[config.mk]
export PLATFORM = sky130hd
export DESIGN_NAME = imm_ext_arbiter_flat
export DESIGN_NICKNAME = d
export VERILOG_FILES = /design/src/rtl/imm_ext_arbiter_if.sv /design/src/rtl/imm_ext_arbiter.sv /design/src/flat_wrapper.sv
export SDC_FILE = /design/constraint.sdc
export NUM_CORES = 1
export LEC_CHECK = 0
export CELL_PAD_IN_SITES_DETAIL_PLACEMENT = 0
export CELL_PAD_IN_SITES_GLOBAL_PLACEMENT = 2
export CORE_MARGIN = 2
export CORE_UTILIZATION = 33
export DETAILED_ROUTE_END_ITERATION = 10
export DONT_BUFFER_PORTS = 1
export PLACE_DENSITY = 0.83
export SLEW_MARGIN = 20
export SYNTH_ARGS = -nofsm -noshare
export SYNTH_HDL_FRONTEND = slang
export SYNTH_SLANG_ARGS = --single-unit
export TNS_END_PERCENT = 10
[constraint.sdc]
create_clock -name clk -period 2 [get_ports clk]
set_clock_uncertainty 0.2 [all_clocks]
set_input_delay 0.2 -clock clk [delete_from_list [all_inputs] [get_ports clk]]
set_output_delay 0.2 -clock clk [all_outputs]
set_load 0.005 [all_outputs]
[src/rtl/imm_ext_arbiter_if.sv]
// Handshake bundle between the two immediate requesters, the shared extender and its consumer.
// The zext select lines exist only when ZERO_EXT_EN is defined.
interface imm_ext_arbiter_if #(
    parameter int IMM_W = 16,
    parameter int OUT_W = 32
);
    logic             req0_valid;
    logic [IMM_W-1:0] req0_imm;
    logic             req0_ready;
    logic             req1_valid;
    logic [IMM_W-1:0] req1_imm;
    logic             req1_ready;
`ifdef ZERO_EXT_EN
    logic             req0_zext;
    logic             req1_zext;
`endif
    logic             out_valid;
    logic [OUT_W-1:0] out_val;
    logic             out_id;
    logic             out_ready;

    // Arbiter side
    modport slave (
        input  req0_valid, req0_imm, req1_valid, req1_imm, out_ready,
`ifdef ZERO_EXT_EN
        input  req0_zext, req1_zext,
`endif
        output req0_ready, req1_ready, out_valid, out_val, out_id
    );

    // Requester / consumer side
    modport master (
        output req0_valid, req0_imm, req1_valid, req1_imm, out_ready,
`ifdef ZERO_EXT_EN
        output req0_zext, req1_zext,
`endif
        input  req0_ready, req1_ready, out_valid, out_val, out_id
    );
endinterface

[src/rtl/imm_ext_arbiter.sv]
// Round-robin share of one IMM_W->OUT_W immediate extender between ALU-immediate (0) and
// branch-offset (1) requesters, with one registered output stage. Define ZERO_EXT_EN for zext selects.
module imm_ext_arbiter #(
    parameter int IMM_W = 16,
    parameter int OUT_W = 32
) (
    input  logic              clk,
    input  logic              rst,
    imm_ext_arbiter_if.slave  bus
);
    logic             ptr_reg;
    logic             out_valid_reg;
    logic [OUT_W-1:0] out_val_reg;
    logic             out_id_reg;

    logic             stage_free;
    logic             grant0;
    logic             grant1;
    logic             grant_any;
    logic [IMM_W-1:0] sel_imm;
    logic             sel_zext;
    logic             fill_bit;
    logic [OUT_W-1:0] ext_val;

    // Readies are gated by rst so they fall the moment reset asserts, not at the next edge.
    always_comb begin
        stage_free = !out_valid_reg || bus.out_ready;
        grant0     = !rst && stage_free && bus.req0_valid && (!bus.req1_valid || !ptr_reg);
        grant1     = !rst && stage_free && bus.req1_valid && (!bus.req0_valid ||  ptr_reg);
        grant_any  = grant0 || grant1;
    end

    always_comb begin
        sel_imm  = grant1 ? bus.req1_imm : bus.req0_imm;
`ifdef ZERO_EXT_EN
        sel_zext = grant1 ? bus.req1_zext : bus.req0_zext;
`else
        sel_zext = 1'b0;
`endif
        fill_bit = sel_zext ? 1'b0 : sel_imm[IMM_W-1];
        ext_val  = {{(OUT_W-IMM_W){fill_bit}}, sel_imm};
    end

    always_ff @(posedge clk or posedge rst) begin
        if (rst) begin
            ptr_reg       <= 1'b0;
            out_valid_reg <= 1'b0;
            out_val_reg   <= '0;
            out_id_reg    <= 1'b0;
        end else if (grant_any) begin
            // Drain and refill on the same edge keeps one result per cycle.
            ptr_reg       <= grant0;
            out_valid_reg <= 1'b1;
            out_val_reg   <= ext_val;
            out_id_reg    <= grant1;
        end else if (bus.out_ready) begin
            out_valid_reg <= 1'b0;
        end
    end

    assign bus.req0_ready = grant0;
    assign bus.req1_ready = grant1;
    assign bus.out_valid  = out_valid_reg;
    assign bus.out_val    = out_val_reg;
    assign bus.out_id     = out_id_reg;
endmodule

[src/flat_wrapper.sv]
// flat-port wrapper written by rule: the top's interface ports become plain ports
module imm_ext_arbiter_flat 
#(
    parameter int IMM_W = 16,
    parameter int OUT_W = 32
)
  (clk, rst, bus_req0_valid, bus_req0_imm, bus_req1_valid, bus_req1_imm, bus_out_ready, bus_req0_ready, bus_req1_ready, bus_out_valid, bus_out_val, bus_out_id);
  imm_ext_arbiter_if #(.IMM_W(IMM_W), .OUT_W(OUT_W)) bus_i ();
  input  logic clk;
  input  logic rst;
  input wire logic [$bits(bus_i.req0_valid)-1:0] bus_req0_valid;
  input wire logic [$bits(bus_i.req0_imm)-1:0] bus_req0_imm;
  input wire logic [$bits(bus_i.req1_valid)-1:0] bus_req1_valid;
  input wire logic [$bits(bus_i.req1_imm)-1:0] bus_req1_imm;
  input wire logic [$bits(bus_i.out_ready)-1:0] bus_out_ready;
  output wire logic [$bits(bus_i.req0_ready)-1:0] bus_req0_ready;
  output wire logic [$bits(bus_i.req1_ready)-1:0] bus_req1_ready;
  output wire logic [$bits(bus_i.out_valid)-1:0] bus_out_valid;
  output wire logic [$bits(bus_i.out_val)-1:0] bus_out_val;
  output wire logic [$bits(bus_i.out_id)-1:0] bus_out_id;
  assign bus_i.req0_valid = bus_req0_valid;
  assign bus_i.req0_imm = bus_req0_imm;
  assign bus_i.req1_valid = bus_req1_valid;
  assign bus_i.req1_imm = bus_req1_imm;
  assign bus_i.out_ready = bus_out_ready;
  assign bus_req0_ready = bus_i.req0_ready;
  assign bus_req1_ready = bus_i.req1_ready;
  assign bus_out_valid = bus_i.out_valid;
  assign bus_out_val = bus_i.out_val;
  assign bus_out_id = bus_i.out_id;
  imm_ext_arbiter #(.IMM_W(IMM_W), .OUT_W(OUT_W)) u_core (.clk(clk), .rst(rst), .bus(bus_i));
endmodule
## Word level (Yosys, flattened, before mapping)

Cells that the tools add are included.
W data, S select, Z words.

- Input port bits: 37
- Output and inout port bits: 36
- Bits in latches: 0
- Flip-flop bits (word level): 19
- Bits in read-only memories: 0
- Memories: 0
- Logic and storage cells: 22
- RAM bits: 0

- Mux-type cells: 3
- Bitwise logic cells: 0
- $add $sub $neg: 0
- Multiply operators: 0
- Div/mod/pow operators: 0
- $lt $le $gt $ge: 0
- Reductions and logical operators: 15
- Eq/ne operators: 0
- Shifts and indexed selects: 0

Operators by type and width:

| kind | count |
|---|---|
| $mux W16 | 1 |
| $logic_and A1 B1 Y1 | 5 |
| $logic_not A1 Y1 | 5 |
| $logic_or A1 B1 Y1 | 4 |
| $mux W1 | 2 |
| $reduce_bool A2 Y1 | 1 |

## Longest topological paths before layout

- Depth after elaboration: 7
- Depth in mapped cells: 7
- Gate-level depth less buffers: 3

## Least setup slack after synthesis

Ideal clock, no wire load.

- Path type: input-to-reg
- From: input rst
- To: register u_core.out_val_reg[10] (netlist: u_core.bus.out_val[10])
- Required time: 1717 ps
- Buffers on the path: 1
- Cell stages on the path: 4
- Setup slack: 305 ps
- Data arrival time: 1411 ps
- Setup time: 83 ps
- Path through: clkinv_1 -> clkbuf_1 -> a31oi_1 -> a31oi_1

- Cells in the longest elaborated chain, start to end: 5
- Elaborated cells on any way between the ends: 8
- Those cells by class: 1 x mux; 7 x reduce/logical

RTL lines:

| element | line | RTL |
|---|---|---|
| start: declaration | flat_wrapper.sv:10 | `input logic rst;` |
| $logic_not A1 Y1 * | imm_ext_arbiter.sv:28, imm_ext_arbiter.sv:29 |  |
| $logic_and A1 B1 Y1 * | imm_ext_arbiter.sv:28, imm_ext_arbiter.sv:29 |  |
| $logic_and A1 B1 Y1, on equally long branches (2 in a row) | imm_ext_arbiter.sv:29, imm_ext_arbiter.sv:28 |  |
| $mux W16 or $logic_or A1 B1 Y1 (tied branches) | imm_ext_arbiter.sv:34, imm_ext_arbiter.sv:30 |  |
| end signal: assignment | imm_ext_arbiter.sv:54 | `out_val_reg <= ext_val;` |
| end: declaration | imm_ext_arbiter.sv:13 | `logic [OUT_W-1:0] out_val_reg;` |

Every way passes the cells marked *; elsewhere a longest branch is shown, timed or not.
A chain may end at the register's enable or synchronous reset.

## Worst setup path after layout

- From: register u_core.out_valid_reg (netlist: u_core.bus.out_valid)
- To: output bus_req1_ready

- Cells in the longest elaborated chain, start to end: 5

RTL lines:

| element | line | RTL |
|---|---|---|
| start: declaration | imm_ext_arbiter.sv:12 | `logic out_valid_reg;` |
| start signal: assignment | imm_ext_arbiter.sv:47 | `out_valid_reg <= 1'b0;` |
| start signal: assignment | imm_ext_arbiter.sv:53 | `out_valid_reg <= 1'b1;` |
| start signal: assignment | imm_ext_arbiter.sv:57 | `out_valid_reg <= 1'b0;` |
| $logic_not A1 Y1 | imm_ext_arbiter.sv:27 | `stage_free = !out_valid_reg \|\| bus.out_ready;` |
| $logic_or A1 B1 Y1 | imm_ext_arbiter.sv:27 |  |
| $logic_and A1 B1 Y1 (3 in a row) | imm_ext_arbiter.sv:29 | `grant1 = !rst && stage_free && bus.req1_valid && (!bus.req0_valid \|\| ptr_reg);` |
| end: declaration | flat_wrapper.sv:17 | `output wire logic [$bits(bus_i.req1_ready)-1:0] bus_req1_ready;` |

No other way between the ends.

==> results.json <==
{
  "grt_pass1_vias": 1144,
  "cts.sink_count": 19,
  "powerDensity_nw_per_um2": 713.3,
  "finalSetupTns_ns": 0,
  "globalplace.congestion": 0.8079,
  "largest_reg_flops": 16,
  "drtIter0Drc": 55,
  "nFillCells": 390,
  "hold_viol": 1,
  "fmax_mhz": 513.1,
  "cp.arrival_ns": 1.55,
  "seq_area_frac_synth_pct": 35.92,
  "critPathSlowestCell": "or4_1",
  "drv_slew": 0,
  "status": "finished with violations",
  "postRouteWirelength_mm": 4.009,
  "diodes": 0,
  "routed_via_density": 6.209,
  "start_kind": "register",
  "syn_avg_cell_area_um2": 8.884,
  "nets": 194,
  "fin_cells": 206,
  "place_inst": 169,
  "netlist_area_um2": 1324,
  "hp-class": "input pin to register",
  "cp-end-kind": "primary output",
  "drt_first_pass_iters": 5,
  "finalInstanceArea_um2": 1585,
  "grt_max_degree": 35,
  "drive_gt1_share_pct": 10.26,
  "path_max_fanout": 17,
  "cp.required_ns": 1.60,
  "critical_path.max_stage_delay_ns": 0.53,
  "p_leak_uw": 0.0005774,
  "synth_nets": 186,
  "finalSetupViolations": 0,
  "yosysUniqueCellTypes": 21,
  "cp_top_family": "simple AND/OR/NAND/NOR gates",
  "placed_area_um2": 1209,
  "port_buffers": 0,
  "reg2reg_slack_ns": 0.28,
  "die_h_um": 67.34,
  "fp-row-count": 23,
  "grtUsageTotal_pct": 17.63,
  "ios": 73,
  "min_period_ns": 1.949,
  "cts_tree": "yes",
  "dr_total_vias": 1279,
  "core_um2": 3943,
  "ir_drop_v": 0.0002345,
  "tightest_slew_ns": 0.8769,
  "grt_remaining_overflow": 0,
  "crit_buf_inv": 1,
  "power.total_uw": 1131,
  "start_util_pct": 33.58,
  "path_class": "register to primary output",
  "area_growth_pct": 19.75,
  "rsz0062_at_grt": "false",
  "netlist_instances": 149,
  "holdWs_ns": -0.002376,
  "grt_antenna_before_repair": 0,
  "synth-seq-cells": 19,
  "grt_pass1_wl_mm": 6.037,
  "fin_crit_sh_pct": 97.44,
  "drv_cap": 0,
  "path_cells": "nor2b_4 > or4_1 > inv_1",
  "dp_hpwl_mm": 2.361,
  "htree_num_levels": 1,
  "slew_headroom_pct": 41.35,
  "numCtsBuffers": 3,
  "dieArea_um2": 4534,
  "clock_latency_ns": 0.26,
  "ant_nets": 0,
  "yosys_warnings": 0,
  "violations": "negative hold slack",
  "clock-root-buffer": "clkbuf_8",
  "drc": 0,
  "fp.dieW_um": 67.34,
  "clock_tree.buffer_depth": 2,
  "clk_pin_slew_ns": 0.07,
  "wl_per_cell_um": 19.46
}
==> cell usage in the layout, fill, tap and decap left out, drive strengths merged <==
cell / netlist / final
o41ai: 16 / 16
dlygate4sd3: 0 / 32
clkbuf: 10 / 3
a21o: 1 / 1
nand2b: 1 / 1
a31oi: 32 / 32
or4: 17 / 17
dfrtp: 19 / 19
o21ai: 1 / 1
or2: 2 / 2
and4: 1 / 1
nor2b: 2 / 3
buf: 25 / 5
clkinv: 1 / 2
and3: 1 / 1
inv: 3 / 3
nand2: 17 / 17
==> timing repair <==
action | in CTS | in global routing
setup buffers | 0 | 0
resized for setup | 0 | 1
hold endpoints to repair | 35 | 0
setup endpoints to repair | 0 | 1
hold buffers | 32 | 0
==> cell usage after synthesis <==
library cell	count	share of area, %
a21o_1	1	0.57
a31oi_1	32	15
and3_4	1	0.85
and4_1	1	0.66
buf_2	4	1.5
buf_4	17	9.6
buf_6	4	3.4
clkbuf_1	10	2.8
clkinv_1	1	0.28
dfrtp_1	19	36
inv_1	2	0.57
inv_2	1	0.28
nand2_1	17	4.8
nand2b_1	1	0.47
nor2b_1	1	0.47
nor2b_4	1	1.0
o21ai_0	1	0.38
o41ai_1	16	11
or2_1	1	0.47
or2_2	1	0.47
or4_1	17	9.6
==> power breakdown <==
group,internal [µW],switching (µW)
clock network,139,134
logic,144,188
registers,460,66.1
==> worst register-to-register path, stage by stage, from the launching register on <==
cell and delay, ns:
dfrtp_2 0.44, nor2b_2 0.27, or4_1 0.54, a31oi_1 0.19
==> layout make-up <==
type                    instances  area, µm²  area share (%)
clock inverters                 1      5.005          0.3157
multi-input cells              92      614.3           38.75
flip-flops and latches         19      476.7           30.07
well taps                      50      62.56           3.946
inverters                       4      15.01          0.9471
clock buffers                   3      41.29           2.605
repair buffers                 37      370.4           23.36
==> path summary, 6_finish.rpt <==
| kind | start | endpoint | cells after the start |
|---|---|---|---|
| worst min register to register | u_core.ptr_reg | u_core.ptr_reg | 1 |
| worst min-delay path | bus_req1_imm[9] | u_core.bus.out_val[9] | 3 |
| worst max-delay path | u_core.bus.out_valid | bus_req1_ready | 3 |
| max in group asynchronous | rst | u_core.bus.out_valid | 3 |
| min in group asynchronous | rst | u_core.ptr_reg | 2 |
| worst max register to register | u_core.bus.out_valid | u_core.bus.out_val[14] | 3 |
==> per-layer routing <==
layer	track usage [%]	up-vias	wire [µm]
met2	28.96	90	2053
met4	5.357	0	27
li1	-	577	-
met1	23.16	610	1534
met5	0	-	0
met3	3.833	2	394
==> cells by family (layout without fill, tap and decap cells) <==
group,after synthesis,after routing,share of synthesized area [%]
buf+inv,39,45,18.53
simple gates,41,42,18.90
compound gates,50,50,26.65
flops,19,19,35.92
==> per-stage QoR <==
| stage | hold slack [ns] | setup WS, ns | utilization, % |
|---|---|---|---|
| 3_3_place_gp | -0.2470 | 0.3409 | 30.66 |
| 2_1_floorplan | 0.1483 | 0.3055 | - |
| 3_5_place_dp | -0.2429 | 0.3129 | 30.66 |
| 6_report | -0.002376 | 0.05115 | 40.21 |
| 4_1_cts | 0.002674 | 0.02259 | 39.96 |
| 5_1_grt | 0.01123 | 0.009390 | 40.21 |
No activity file was read; power rests on OpenSTA's default activity.
